==> config.mk <==
export PLATFORM = sky130hd
export DESIGN_NAME = tone_write_sequencer
export DESIGN_NICKNAME = d
export VERILOG_FILES = /design/src/rtl/tonegen_pkg.sv /design/src/rtl/seq_pattern_mem.sv /design/src/rtl/tone_write_sequencer.sv
export SDC_FILE = /design/constraint.sdc
export NUM_CORES = 1
export LEC_CHECK = 0
export BUFFER_PORTS_ARGS = -buffer_cell sky130_fd_sc_hd__buf_2
export CORE_ASPECT_RATIO = 0.9
export CORE_MARGIN = 10
export CORE_UTILIZATION = 60
export DETAILED_ROUTE_END_ITERATION = 10
export PLACE_DENSITY = 0.87
export SYNTH_ARGS = -nofsm -noshare
export SYNTH_HDL_FRONTEND = slang
export SYNTH_SLANG_ARGS = --single-unit
==> constraint.sdc <==
create_clock -name clk -period 3.31 [get_ports clk]
set_clock_uncertainty 0.15 [all_clocks]
set_input_delay 0.331 -clock clk [delete_from_list [all_inputs] [get_ports clk]]
set_output_delay 0.331 -clock clk [all_outputs]
set_load 0.005 [all_outputs]
==> src/rtl/tonegen_pkg.sv <==
// Shared definitions for the tone generator write path: generator register map,
// bus widths, the (addr, data) write record and the sequencer state encoding.
package tonegen_pkg;

    localparam int GEN_ADDR_W = 3;
    localparam int GEN_DATA_W = 5;

    localparam logic [GEN_ADDR_W-1:0] GA_FREQ_LO = 3'd0;
    localparam logic [GEN_ADDR_W-1:0] GA_FREQ_HI = 3'd1;
    localparam logic [GEN_ADDR_W-1:0] GA_VOLUME  = 3'd2;
    localparam logic [GEN_ADDR_W-1:0] GA_WAVE    = 3'd3;
    localparam logic [GEN_ADDR_W-1:0] GA_DUTY    = 3'd4;
    localparam logic [GEN_ADDR_W-1:0] GA_ENV     = 3'd5;
    localparam logic [GEN_ADDR_W-1:0] GA_MIX     = 3'd6;
    localparam logic [GEN_ADDR_W-1:0] GA_CTRL    = 3'd7;

    // A pattern entry is {gen_write_t, dur}; dur is kept beside it because its width is a module parameter.
    typedef struct packed {
        logic [GEN_ADDR_W-1:0] addr;
        logic [GEN_DATA_W-1:0] data;
    } gen_write_t;

    typedef enum logic [1:0] {
        IDLE  = 2'd0,
        ISSUE = 2'd1,
        WAIT  = 2'd2
    } seq_state_e;

    function automatic gen_write_t make_write(input logic [GEN_ADDR_W-1:0] addr,
                                              input logic [GEN_DATA_W-1:0] data);
        gen_write_t w;
        w.addr = addr;
        w.data = data;
        return w;
    endfunction

endpackage

==> src/rtl/seq_pattern_mem.sv <==
// Step pattern storage: synchronous write, combinational read (old data on a
// same-cycle read/write), a dedicated port for entry 0, and synchronous clear.
module seq_pattern_mem
    import tonegen_pkg::*;
#(
    parameter int STEPS = 8,
    parameter int DUR_W = 4,
    localparam int IDX_W = $clog2(STEPS)
) (
    input  logic             clk_i,
    input  logic             rst_i,
    input  logic             we_i,
    input  logic [IDX_W-1:0] wr_idx_i,
    input  gen_write_t       wr_write_i,
    input  logic [DUR_W-1:0] wr_dur_i,
    input  logic [IDX_W-1:0] rd_idx_i,
    output gen_write_t       rd_write_o,
    output logic [DUR_W-1:0] rd_dur_o,
    output gen_write_t       head_write_o,
    output logic [DUR_W-1:0] head_dur_o
);

    gen_write_t       write_q [STEPS];
    logic [DUR_W-1:0] dur_q   [STEPS];

    always_ff @(posedge clk_i) begin
        if (rst_i) begin
            for (int i = 0; i < STEPS; i++) begin
                write_q[i] <= '0;
                dur_q[i]   <= '0;
            end
        end else if (we_i) begin
            write_q[wr_idx_i] <= wr_write_i;
            dur_q[wr_idx_i]   <= wr_dur_i;
        end
    end

    assign rd_write_o   = write_q[rd_idx_i];
    assign rd_dur_o     = dur_q[rd_idx_i];
    assign head_write_o = write_q[0];
    assign head_dur_o   = dur_q[0];

endmodule

==> src/rtl/tone_write_sequencer.sv <==
// Plays a programmed (addr, data, duration) pattern and merges host pin writes onto
// the generator write bus, host first. SEQ_HOST_LOCK_EN drops host edges while busy.
module tone_write_sequencer
    import tonegen_pkg::*;
#(
    parameter int STEPS = 8,
    parameter int DUR_W = 4,
    localparam int IDX_W = $clog2(STEPS)
) (
    input  logic                  clk,
    input  logic                  rst,
    input  logic                  tick,
    input  logic                  host_strobe,
    input  logic [GEN_ADDR_W-1:0] host_addr,
    input  logic [GEN_DATA_W-1:0] host_data,
    input  logic                  prog_we,
    input  logic [IDX_W-1:0]      prog_idx,
    input  logic [GEN_ADDR_W-1:0] prog_addr,
    input  logic [GEN_DATA_W-1:0] prog_data,
    input  logic [DUR_W-1:0]      prog_dur,
    input  logic                  start,
    input  logic                  stop,
    input  logic                  loop,
    output logic                  busy,
    output logic [IDX_W-1:0]      step_idx,
    output logic                  gen_strobe,
    output logic [GEN_ADDR_W-1:0] gen_addr,
    output logic [GEN_DATA_W-1:0] gen_data
);

    seq_state_e       state_q, state_d;
    logic [DUR_W-1:0] cnt_q, cnt_d;
    logic [IDX_W-1:0] step_idx_q, step_idx_d;
    logic             busy_q, busy_d;
    logic             gen_strobe_q, gen_strobe_d;
    gen_write_t       gen_wr_q, gen_wr_d;
    logic             host_prev_q;
    logic             seq_stb_q, seq_stb_d;

    logic             host_edge, host_go;
    logic             last_step, dur_done;
    logic [IDX_W-1:0] inc_idx, rd_idx;
    gen_write_t       rd_write, head_write;
    logic [DUR_W-1:0] rd_dur, head_dur;

    logic             seq_req, end_seq;
    logic [IDX_W-1:0] tgt_idx;
    gen_write_t       tgt_wr;
    logic [DUR_W-1:0] tgt_dur;

    seq_pattern_mem #(
        .STEPS (STEPS),
        .DUR_W (DUR_W)
    ) u_mem (
        .clk_i        (clk),
        .rst_i        (rst),
        .we_i         (prog_we),
        .wr_idx_i     (prog_idx),
        .wr_write_i   (make_write(prog_addr, prog_data)),
        .wr_dur_i     (prog_dur),
        .rd_idx_i     (rd_idx),
        .rd_write_o   (rd_write),
        .rd_dur_o     (rd_dur),
        .head_write_o (head_write),
        .head_dur_o   (head_dur)
    );

    assign host_edge = host_strobe & ~host_prev_q;
`ifdef SEQ_HOST_LOCK_EN
    assign host_go   = host_edge & ~busy_q;
`else
    assign host_go   = host_edge;
`endif

    assign last_step = (step_idx_q == IDX_W'(STEPS - 1));
    assign inc_idx   = step_idx_q + 1'b1;
    // A deferred issue re-reads its own entry; otherwise look ahead at the next one.
    assign rd_idx    = (state_q == ISSUE) ? step_idx_q : inc_idx;
    // The cycle in which the sequencer strobe is on the bus does not count ticks.
    assign dur_done  = (state_q == WAIT) & tick & ~seq_stb_q & (cnt_q == DUR_W'(1));

    always_comb begin
        state_d      = state_q;
        cnt_d        = cnt_q;
        step_idx_d   = step_idx_q;
        gen_wr_d     = gen_wr_q;
        gen_strobe_d = 1'b0;
        seq_stb_d    = 1'b0;
        seq_req      = 1'b0;
        end_seq      = 1'b0;
        tgt_idx      = step_idx_q;
        tgt_wr       = rd_write;
        tgt_dur      = rd_dur;

        case (state_q)
            IDLE: begin
                if (start && head_dur != '0) begin
                    seq_req = 1'b1;
                    tgt_idx = '0;
                    tgt_wr  = head_write;
                    tgt_dur = head_dur;
                end
            end
            ISSUE: seq_req = 1'b1;
            WAIT: begin
                if (dur_done) begin
                    if (last_step && !loop) begin
                        end_seq = 1'b1;
                    end else if (rd_dur != '0) begin
                        seq_req = 1'b1;
                        tgt_idx = inc_idx;
                    end else if (loop && head_dur != '0) begin
                        seq_req = 1'b1;
                        tgt_idx = '0;
                        tgt_wr  = head_write;
                        tgt_dur = head_dur;
                    end else begin
                        end_seq = 1'b1;
                    end
                end else if (tick && !seq_stb_q) begin
                    cnt_d = cnt_q - 1'b1;
                end
            end
            default: state_d = IDLE;
        endcase

        if (stop) begin
            state_d = IDLE;
        end else if (seq_req) begin
            step_idx_d = tgt_idx;
            if (host_go) begin
                state_d = ISSUE;
            end else begin
                state_d      = WAIT;
                cnt_d        = tgt_dur;
                seq_stb_d    = 1'b1;
                gen_strobe_d = 1'b1;
                gen_wr_d     = tgt_wr;
            end
        end else if (end_seq) begin
            state_d = IDLE;
        end

        if (host_go) begin
            gen_strobe_d = 1'b1;
            gen_wr_d     = make_write(host_addr, host_data);
        end

        busy_d = (state_d != IDLE);
    end

    always_ff @(posedge clk) begin
        if (rst) begin
            state_q      <= IDLE;
            cnt_q        <= '0;
            step_idx_q   <= '0;
            busy_q       <= 1'b0;
            gen_strobe_q <= 1'b0;
            gen_wr_q     <= '0;
            host_prev_q  <= 1'b0;
            seq_stb_q    <= 1'b0;
        end else begin
            state_q      <= state_d;
            cnt_q        <= cnt_d;
            step_idx_q   <= step_idx_d;
            busy_q       <= busy_d;
            gen_strobe_q <= gen_strobe_d;
            gen_wr_q     <= gen_wr_d;
            host_prev_q  <= host_strobe;
            seq_stb_q    <= seq_stb_d;
        end
    end

    assign busy       = busy_q;
    assign step_idx   = step_idx_q;
    assign gen_strobe = gen_strobe_q;
    assign gen_addr   = gen_wr_q.addr;
    assign gen_data   = gen_wr_q.data;

endmodule
==> flow_summary_export.csv, run 1 <==
group,metric,value,unit
yosys,yosysMostFrequentCell,"and2_1",
die,core-area,9700,um2
clocking,cts_inserted_buffers,17,
clocking,path_clk_slew,0.06,ns
critical_path,start_kind,"flip-flop",
yosys,synth-seq-cells,117,
clocking,clock_path_buffers,2,
pwr,swShare,23.5,%
pwr,power_per_cell_area,559,nW/um2
clocking,insertion_delay,0.53,ns
critical_path,crit_arrival,3.41,ns
timing,slew_headroom,50.1,%
yosys,avgSynthCellArea,12.6,um2
pwr,clockPowerShare,47.3,%
cells_and_area,drive_above_1_share,26.7,%
critical_path,r2r_start,"state_q[1]",
detailed_routing,finalWirelength,14500,um
min_path,hp-class,"in2reg",
detailed_routing,vias,4159,
place,port_buffers,43,
global_routing,grt_pass1_vias,4201,
yosys,synth-edff-count,96,
timing,report.final.setup_viol,0,
timing,hold_viol_final,0,
critical_path,cp.required,3.61,ns
die,die_h,115,um
pwr,pwr-share-seq,44.5,%
yosys,ys_top_cells_by_count,"and2_1, edfxtp_1, dfxtp_1, mux4_2",
clocking,cts_root_buf,"clkbuf_8",
cells_and_area,finalInstanceArea,6960,um2
timing,rsz0062_at_grt,"false",
pwr,p_switching,0.913,mW
timing,hold_slack,0.0310,ns
global_routing,grt_max_degree,41,
cells_and_area,layout-area-overhead-vs-synth,16.3,%
run,maxCapViolations,0,
pwr,p_int,2.98,mW
min_path,min_from,"prog_data[4]",
cells_and_area,nets,563,
critical_path,cp-startpoint,"state_q[1]",
pwr,leakage,2.61,nW
die,dieWidth,125,um
status,status,"finished clean",
die,io_pins,44,
detailed_routing,antenna_left,0,
detailed_routing,drt-pass1-iter-count,5,
global_routing,grt_usage,20.6,%
detailed_routing,drtIter0Drc,557,
place,dp.cells,634,
yosys,netlist_top_cells_area,"edfxtp_1, and2_1, mux4_2",
clocking,cts_setup_buffers,0,
yosys,syn_nets,509,
yosys,synth_top_area_share,48.2,%
detailed_routing,via_per_inst,6.24,
yosys,ys_types,58,
pwr,power_frac_comb,8.2,%
timing,fin_crit_sh,93.7,%
clocking,cts-htree-levels,4,
clocking,cts_tree,"yes",
place,routabilityCongestion,0.878,
die,start_util,61.6,%
timing,min_period,3.10,ns
yosys,ys_seq_area_share,55.2,%
yosys,synthesis.area,5980,um2
yosys,yosysTopAreaCell,"edfxtp_1",
global_routing,overflow,0,
timing,timing.fmax,322,MHz
timing,drv_slew,0,
global_routing,grt_pass1_wl,23300,um
place,placedInstanceArea,6350,um2
die,rows,34,
die,dieArea,14400,um2
timing,finalSetupTns,0,ns
yosys,async_reset_ff_share,0,%
critical_path,critPathKind,"reg2reg",
critical_path,critPathCaptureType,"flip-flop",
pwr,vdd_drop_max,0.397,mV
global_routing,antenna_found_initial,0,
yosys,synth_flop_cell,"edfxtp_1",
yosys,yosysWarnings,0,
place,hpwl,9640,um
timing,worstMarginPinSlew,0.749,ns
detailed_routing,drc_errors,0,
cells_and_area,num_antenna_cells,0,
clocking,clock_sinks,117,
critical_path,critPathMaxFanout,11,
pwr,power,3.89,mW
cells_and_area,instances_no_fill,666,
yosys,syn_inst,474,
detailed_routing,wire_per_inst,21.8,um
==> critical path: stages, from the launching register on <==
cell and delay (ns):
dfxtp_1 0.42, nand2b_2 0.35, mux2i_2 0.46, a22oi_1 0.15
o21ai_1 0.30, o22ai_2 0.15, a311o_2 0.45, a211o_1 0.41
o21ai_1 0.18
==> cell families after synthesis <==
group                    Yosys count  synth area share, %
AND/OR/NAND/NOR                  206                 21.1
flip-flops                       117                 55.2
AO/OA/AOI/OAI                     66                 7.89
multiplexers                      42                 11.2
buffers and inverters             36                 2.82
adder cells (fa/ha/maj)            4                0.837
XOR/XNOR                           3                0.879
==> per-layer routing <==
layer / part of all wire, % / GRT usage, % / vias to the layer above / wire length [um]
met5: 0 / 0 / - / 0
met4: 2.0 / 8.44 / 0 / 291
met3: 8.0 / 4.58 / 28 / 1160
met2: 48 / 32.7 / 204 / 7010
met1: 42 / 27.0 / 2054 / 6040
li1: - / - / 1873 / -
==> power by group through the flow <==
stage | Clock [mW] | Sequential, mW | Combinational [mW]
final | 1.84 | 1.73 | 0.318
after global routing | 1.91 | 1.74 | 0.345
after CTS | 1.84 | 1.73 | 0.317
after detailed placement | 0 | 1.76 | 0.311
after global placement | 0 | 1.75 | 0.300
after floorplan | 0 | 1.74 | 0.210
==> area by class of cell <==
type,instances,area (um2)
clock buffers,17,414
clock inverters,14,175
fillers,637,2740
inverters,10,37.5
multi-input cells,321,2520
flip-flops and latches,117,3300
well taps,126,158
repair buffers,61,353
==> placed cells by master, fill, tap and decap left out, types with 9 or more instances in the layout <==
cell type / instances
nor3_1: 13
and2_1: 97
mux4_2: 19
clkbuf_16: 16
a31oi_1: 12
nand3_1: 10
nor3b_1: 18
o21ai_1: 11
edfxtp_1: 96
buf_4: 17
mux2i_1: 13
nor2_1: 15
or2_2: 9
dfxtp_1: 21
buf_2: 43
nand2b_1: 17
==> per-stage QoR <==
stage / worst slack, ns / util, %
2_1_floorplan: 0.271 / -
3_3_place_gp: 0.184 / 65.5
3_5_place_dp: 0.0323 / 65.5
4_1_cts: 0.138 / 71.7
5_1_grt: 0.0576 / 71.7
6_report: 0.208 / 71.7
==> worst paths after layout <==
check,to,cells past startpoint,slack (ns)
max,gen_data[4],8,0.21
min,u_mem.write_q[4][4],2,0.03
max reg2reg,gen_data[4],8,0.21
min reg2reg,step_idx[2],2,0.37
==> registers in the layout (all words and copies together) (netlist names) <==
name           flops
gen_addr           3
gen_data           5
state_q            2
cnt_q              4
step_idx           3
busy               1
host_prev_q        1
gen_strobe         1
u_mem.write_q     64
seq_stb_q          1
u_mem.dur_q       32
==> timing repair <==
item | 4_1_cts | 5_1_grt
hold buffers | 1 | 0
endpoints found under the hold margin | 1 | 0
setup endpoints to repair | 7 | 3
gates resized for setup | 2 | 2
Power figures use the tool's default switching activity.
==> inputs of run 2 (changes only) <==
--- a/config.mk
+++ b/config.mk
@@ -10,6 +10,7 @@
 export CORE_MARGIN = 10
 export CORE_UTILIZATION = 60
 export DETAILED_ROUTE_END_ITERATION = 10
+export HOLD_SLACK_MARGIN = 0.12
 export PLACE_DENSITY = 0.87
 export SYNTH_ARGS = -nofsm -noshare
 export SYNTH_HDL_FRONTEND = slang
==> flow_summary_export.csv, run 2 (synthesis results as in run 1) <==
group,metric,value,unit
status,status,"finished clean",
timing,worstMarginPinSlew,0.748,ns
die,io_pins,44,
cells_and_area,num_antenna_cells,0,
critical_path,cp.depth,8,
clocking,cts-htree-levels,4,
clocking,clock_path_buffers,2,
timing,timing.fmax,320,MHz
cells_and_area,top_register,"u_mem.write_q",
pwr,leakage,2.68,nW
critical_path,critPathCaptureType,"flip-flop",
timing,rsz0062_at_grt,"false",
timing,drv_slew,0,
timing,timing.final.ws_setup,0.181,ns
global_routing,use_met2,34.7,%
die,start_util,61.6,%
run,maxCapViolations,0,
timing,fin_crit_sh,94.5,%
min_path,holdPathStages,4,
critical_path,critPathMaxFanout,11,
timing,report.final.setup_viol,0,
cells_and_area,nets,582,
clocking,cts_root_buf,"clkbuf_8",
cells_and_area,largest_reg_flops,64,
cells_and_area,fill_cells,607,
detailed_routing,drc_errors,0,
place,port_buffers,43,
detailed_routing,wire_per_inst,21.9,um
global_routing,use_met1,27.0,%
timing,hold_viol_final,0,
cells_and_area,finalInstanceArea,7150,um2
place,placedInstanceArea,6350,um2
global_routing,grt_max_degree,41,
critical_path,cp_num_buf_inv,0,
detailed_routing,vias,4156,
pwr,power,3.91,mW
cells_and_area,layout_commonest_cell,"and2_1",
critical_path,start_kind,"flip-flop",
critical_path,cp.required,3.61,ns
global_routing,grt_pass1_vias,4247,
pwr,vdd_drop_max,0.397,mV
die,dieArea,14400,um2
detailed_routing,finalWirelength,15000,um
timing,min_period,3.13,ns
global_routing,grt_usage,21.2,%
critical_path,cp_top_family,"compound AO/OA/AOI/OAI gates",
cells_and_area,drive_above_1_share,25.8,%
critical_path,path_cells,"nand2b_2 > mux2i_2 > a22oi_1 > o21ai_1 > o22ai_2 > a311o_2 > a211o_1 > o21ai_1",
min_path,hp-class,"in2reg",
place,hpwl,9640,um
critical_path,r2r_cells,8,
cells_and_area,final_cell_mix,"and2_1, edfxtp_1, buf_2, dfxtp_1, dlygate4sd3_1",
timing,slew_headroom,50.1,%
die,rows,34,
detailed_routing,drt-pass1-iter-count,5,
cells_and_area,layout-area-overhead-vs-synth,19.5,%
global_routing,overflow,0,
critical_path,critPathKind,"reg2reg",
global_routing,top_usage_layer,"met2",
clocking,clock_sinks,117,
clocking,cts_inserted_buffers,17,
critical_path,cp_slowest_cell,"mux2i_2",
die,core-area,9700,um2
global_routing,use_met3,5.65,%
critical_path,path_common_cell,"o21ai_1",
critical_path,cpPeakStageDelay,0.46,ns
pwr,power_per_cell_area,547,nW/um2
clocking,path_clk_slew,0.06,ns
clocking,cts_setup_buffers,0,
die,die_h,115,um
clocking,cts_tree,"yes",
timing,finalSetupTns,0,ns
detailed_routing,via_per_inst,6.07,
place,routabilityCongestion,0.878,
global_routing,grt_pass1_wl,23800,um
global_routing,antenna_found_initial,0,
detailed_routing,drtIter0Drc,489,
critical_path,crit_arrival,3.43,ns
place,dp_slack,0.0323,ns
die,dieWidth,125,um
clocking,insertion_delay,0.52,ns
detailed_routing,antenna_left,0,
-- run 2: cell count changes in the layout (fill, tap and decap cells not counted), sizes merged --
cell / previous run / this run
dlygate4sd3: 1 / 20
-- run 2: metal layers --
layer / routed length (um) / vias up / part of all wire (%)
met2: 7400 / 204 / 49
met5: 0 / - / 0
met3: 1210 / 29 / 8.1
met4: 288 / 0 / 1.9
met1: 6100 / 2010 / 41
li1: - / 1913 / -
-- run 2: final cells by class --
type,count,area [um2],area share [%]
repair buffers,80,543,7.60
inverters,10,37.5,0.525
clock buffers,17,414,5.79
flip-flops and latches,117,3300,46.2
multi-input cells,321,2520,35.2
well taps,126,158,2.21
clock inverters,14,175,2.45
-- run 2: through the flow --
stage / cells / util [%] / hold WS [ns]
3_5_place_dp: 634 / 65.5 / 0.372
2_1_floorplan: 474 / - / 0.309
6_report: 685 / 73.7 / 0.157
5_1_grt: 685 / 73.7 / 0.159
3_3_place_gp: 634 / 65.5 / 0.355
4_1_cts: 685 / 73.7 / 0.129
-- run 2: final timing paths --
path                                   start           to  slack, ns
worst min register to register   step_idx[2]  step_idx[2]       0.37
worst max register to register    state_q[1]  gen_data[4]       0.18
worst max-delay path              state_q[1]  gen_data[4]       0.18
worst min-delay path            host_data[4]  gen_data[4]       0.16
-- run 2: worst reg2reg max path, delay by kind of cell, from the launching register on --
family	cells	cell delay, ns
compound gates	6	1.66
mux	1	0.46
flops	1	0.42
simple gates	1	0.36
-- run 2: power by group --
group          switching [mW]  total (mW)  internal [mW]
Combinational           0.182       0.337          0.154
Clock                   0.688        1.84           1.15
Sequential             0.0466        1.73           1.69
Total                   0.917        3.91           2.99
-- run 2: timing repair --
| item | 4_1_cts | 5_1_grt |
|---|---|---|
| endpoints found under the hold margin | 104 | 0 |
| pin swaps | 0 | 0 |
| endpoints found under the setup margin | 7 | 2 |
| hold buffers | 20 | 0 |
| resized for setup | 2 | 2 |
==> inputs of run 3 (changes only) <==
--- a/config.mk
+++ b/config.mk
@@ -8,10 +8,10 @@
 export BUFFER_PORTS_ARGS = -buffer_cell sky130_fd_sc_hd__buf_2
 export CORE_ASPECT_RATIO = 0.9
 export CORE_MARGIN = 10
-export CORE_UTILIZATION = 60
+export CORE_UTILIZATION = 57
 export DETAILED_ROUTE_END_ITERATION = 10
 export HOLD_SLACK_MARGIN = 0.12
-export PLACE_DENSITY = 0.87
+export PLACE_DENSITY = 0.84
 export SYNTH_ARGS = -nofsm -noshare
 export SYNTH_HDL_FRONTEND = slang
 export SYNTH_SLANG_ARGS = --single-unit
==> flow_summary_export.csv, run 3 (synthesis results as in run 1) <==
group,metric,value,unit
clocking,clock_sinks,117,
clocking,cts_root_buf,"clkbuf_16",
global_routing,antenna_found_initial,1,
global_routing,grt_max_degree,40,
run,maxCapViolations,0,
critical_path,critPathCaptureType,"flip-flop",
cells_and_area,num_antenna_cells,0,
die,die_h,117,um
die,start_util,58.4,%
detailed_routing,finalWirelength,13900,um
timing,report.final.setup_viol,0,
min_path,min_from,"prog_data[1]",
timing,worstMarginPinSlew,1.27,ns
timing,rsz0062_at_grt,"false",
critical_path,r2r_start,"state_q[1]",
global_routing,overflow,0,
global_routing,grt_pass1_wl,22000,um
die,rows,35,
timing,timing.fmax,321,MHz
critical_path,cp-startpoint,"state_q[1]",
timing,min_period,3.12,ns
pwr,vdd_drop_max,0.368,mV
min_path,min_to,"u_mem.write_q[7][1]",
cells_and_area,final_cell_mix,"and2_1, edfxtp_1, buf_2, dfxtp_1, buf_4",
timing,finalSetupTns,0,ns
pwr,leakage,2.63,nW
critical_path,critPathMaxFanout,11,
critical_path,cp.required,3.51,ns
cells_and_area,drive_above_1_share,27.0,%
min_path,hp-class,"in2reg",
detailed_routing,drc_errors,0,
clocking,cts_tree,"yes",
place,port_buffers,43,
die,core-area,10200,um2
timing,timing.final.ws_setup,0.194,ns
critical_path,start_kind,"flip-flop",
clocking,cts-htree-levels,4,
critical_path,r2r_end,"gen_data[4]",
timing,drv_slew,0,
place,dp_slack,0.222,ns
detailed_routing,vias,4073,
status,status,"finished clean",
min_path,holdPathStages,2,
pwr,power_per_cell_area,552,nW/um2
place,routabilityCongestion,0.907,
place,placedInstanceArea,6380,um2
clocking,clock_path_buffers,2,
timing,fin_crit_sh,94.1,%
cells_and_area,nets,566,
die,dieWidth,128,um
global_routing,grt_pass1_vias,4085,
cells_and_area,layout_commonest_cell,"and2_1",
cells_and_area,finalInstanceArea,6970,um2
cells_and_area,largest_reg_flops,64,
critical_path,critPathKind,"reg2reg",
clocking,cts_inserted_buffers,17,
cells_and_area,layout-area-overhead-vs-synth,16.6,%
detailed_routing,antenna_left,0,
clocking,path_clk_slew,0.06,ns
detailed_routing,drt-pass1-iter-count,5,
timing,hold_slack,0.129,ns
die,io_pins,44,
timing,slew_headroom,14.8,%
critical_path,rrSetupSlack,0.19,ns
detailed_routing,drtIter0Drc,376,
clocking,insertion_delay,0.42,ns
critical_path,r2r_cells,9,
timing,hold_viol_final,0,
cells_and_area,top_register,"u_mem.write_q",
die,dieArea,15000,um2
global_routing,grt_usage,19.3,%
place,hpwl,9600,um
detailed_routing,wire_per_inst,20.7,um
critical_path,crit_arrival,3.31,ns
detailed_routing,via_per_inst,6.05,
-- run 3: cell count changes in the layout (fill, tap and decap cells not counted), sizes merged --
cell	previous run	this run
dlygate4sd3	20	1
inv	14	20
clkinv	5	4
clkinvlp	2	0
buf	60	63
bufinv	3	1
-- run 3: worst max path at each step --
stage                  endpoint  depth (start not counted)
global placement    gen_addr[0]                          7
global route        gen_data[0]                          9
finish              gen_data[4]                          9
floorplan              cnt_q[1]                         11
CTS                 gen_data[4]                          9
detailed placement  gen_addr[0]                          9
-- run 3: layout make-up --
type	count	area, um2
Clock buffer	17	425
Clock inverter	15	159
Fill cell	727	3270
Inverter	10	37.5
Multi-Input combinational cell	321	2510
Sequential cell	117	3300
Tap cell	129	161
Timing Repair Buffer	64	375
-- run 3: layer usage --
metal | track usage [%] | share of wire, %
met5 | 0 | 0.094
met4 | 7.80 | 2.1
met3 | 5.63 | 7.5
met2 | 31.6 | 49
met1 | 23.5 | 41
-- run 3: power breakdown --
group	internal [mW]	switching (mW)	total, mW
logic	0.142	0.175	0.317
registers	1.69	0.0436	1.73
clock network	1.07	0.736	1.80
-- run 3: through the flow --
stage | std cells | total power, mW | utilization [%]
3_5_place_dp | 640 | 2.07 | 62.2
6_report | 673 | 3.85 | 68.1
5_1_grt | 673 | 3.96 | 68.1
4_1_cts | 673 | 3.86 | 68.0
3_3_place_gp | 640 | 2.05 | 62.2
2_1_floorplan | 474 | 1.95 | -
-- run 3: worst max-delay path, cell delays in order (launching register included) --
cell and delay [ns]:
dfxtp_1 0.42, nand2b_1 0.38, buf_4 0.23, nand3_1 0.13, and4b_1 0.22, a211o_1 0.27, a21boi_2 0.17, a311o_2 0.50
a211o_1 0.40, o21ai_1 0.17
-- run 3: timing repair --
action,4_1_cts,5_1_grt
buffers inserted,0,0
gates resized for setup,0,2
hold buffers,1,0
endpoints found under the setup margin,0,7
hold endpoints to repair,1,0
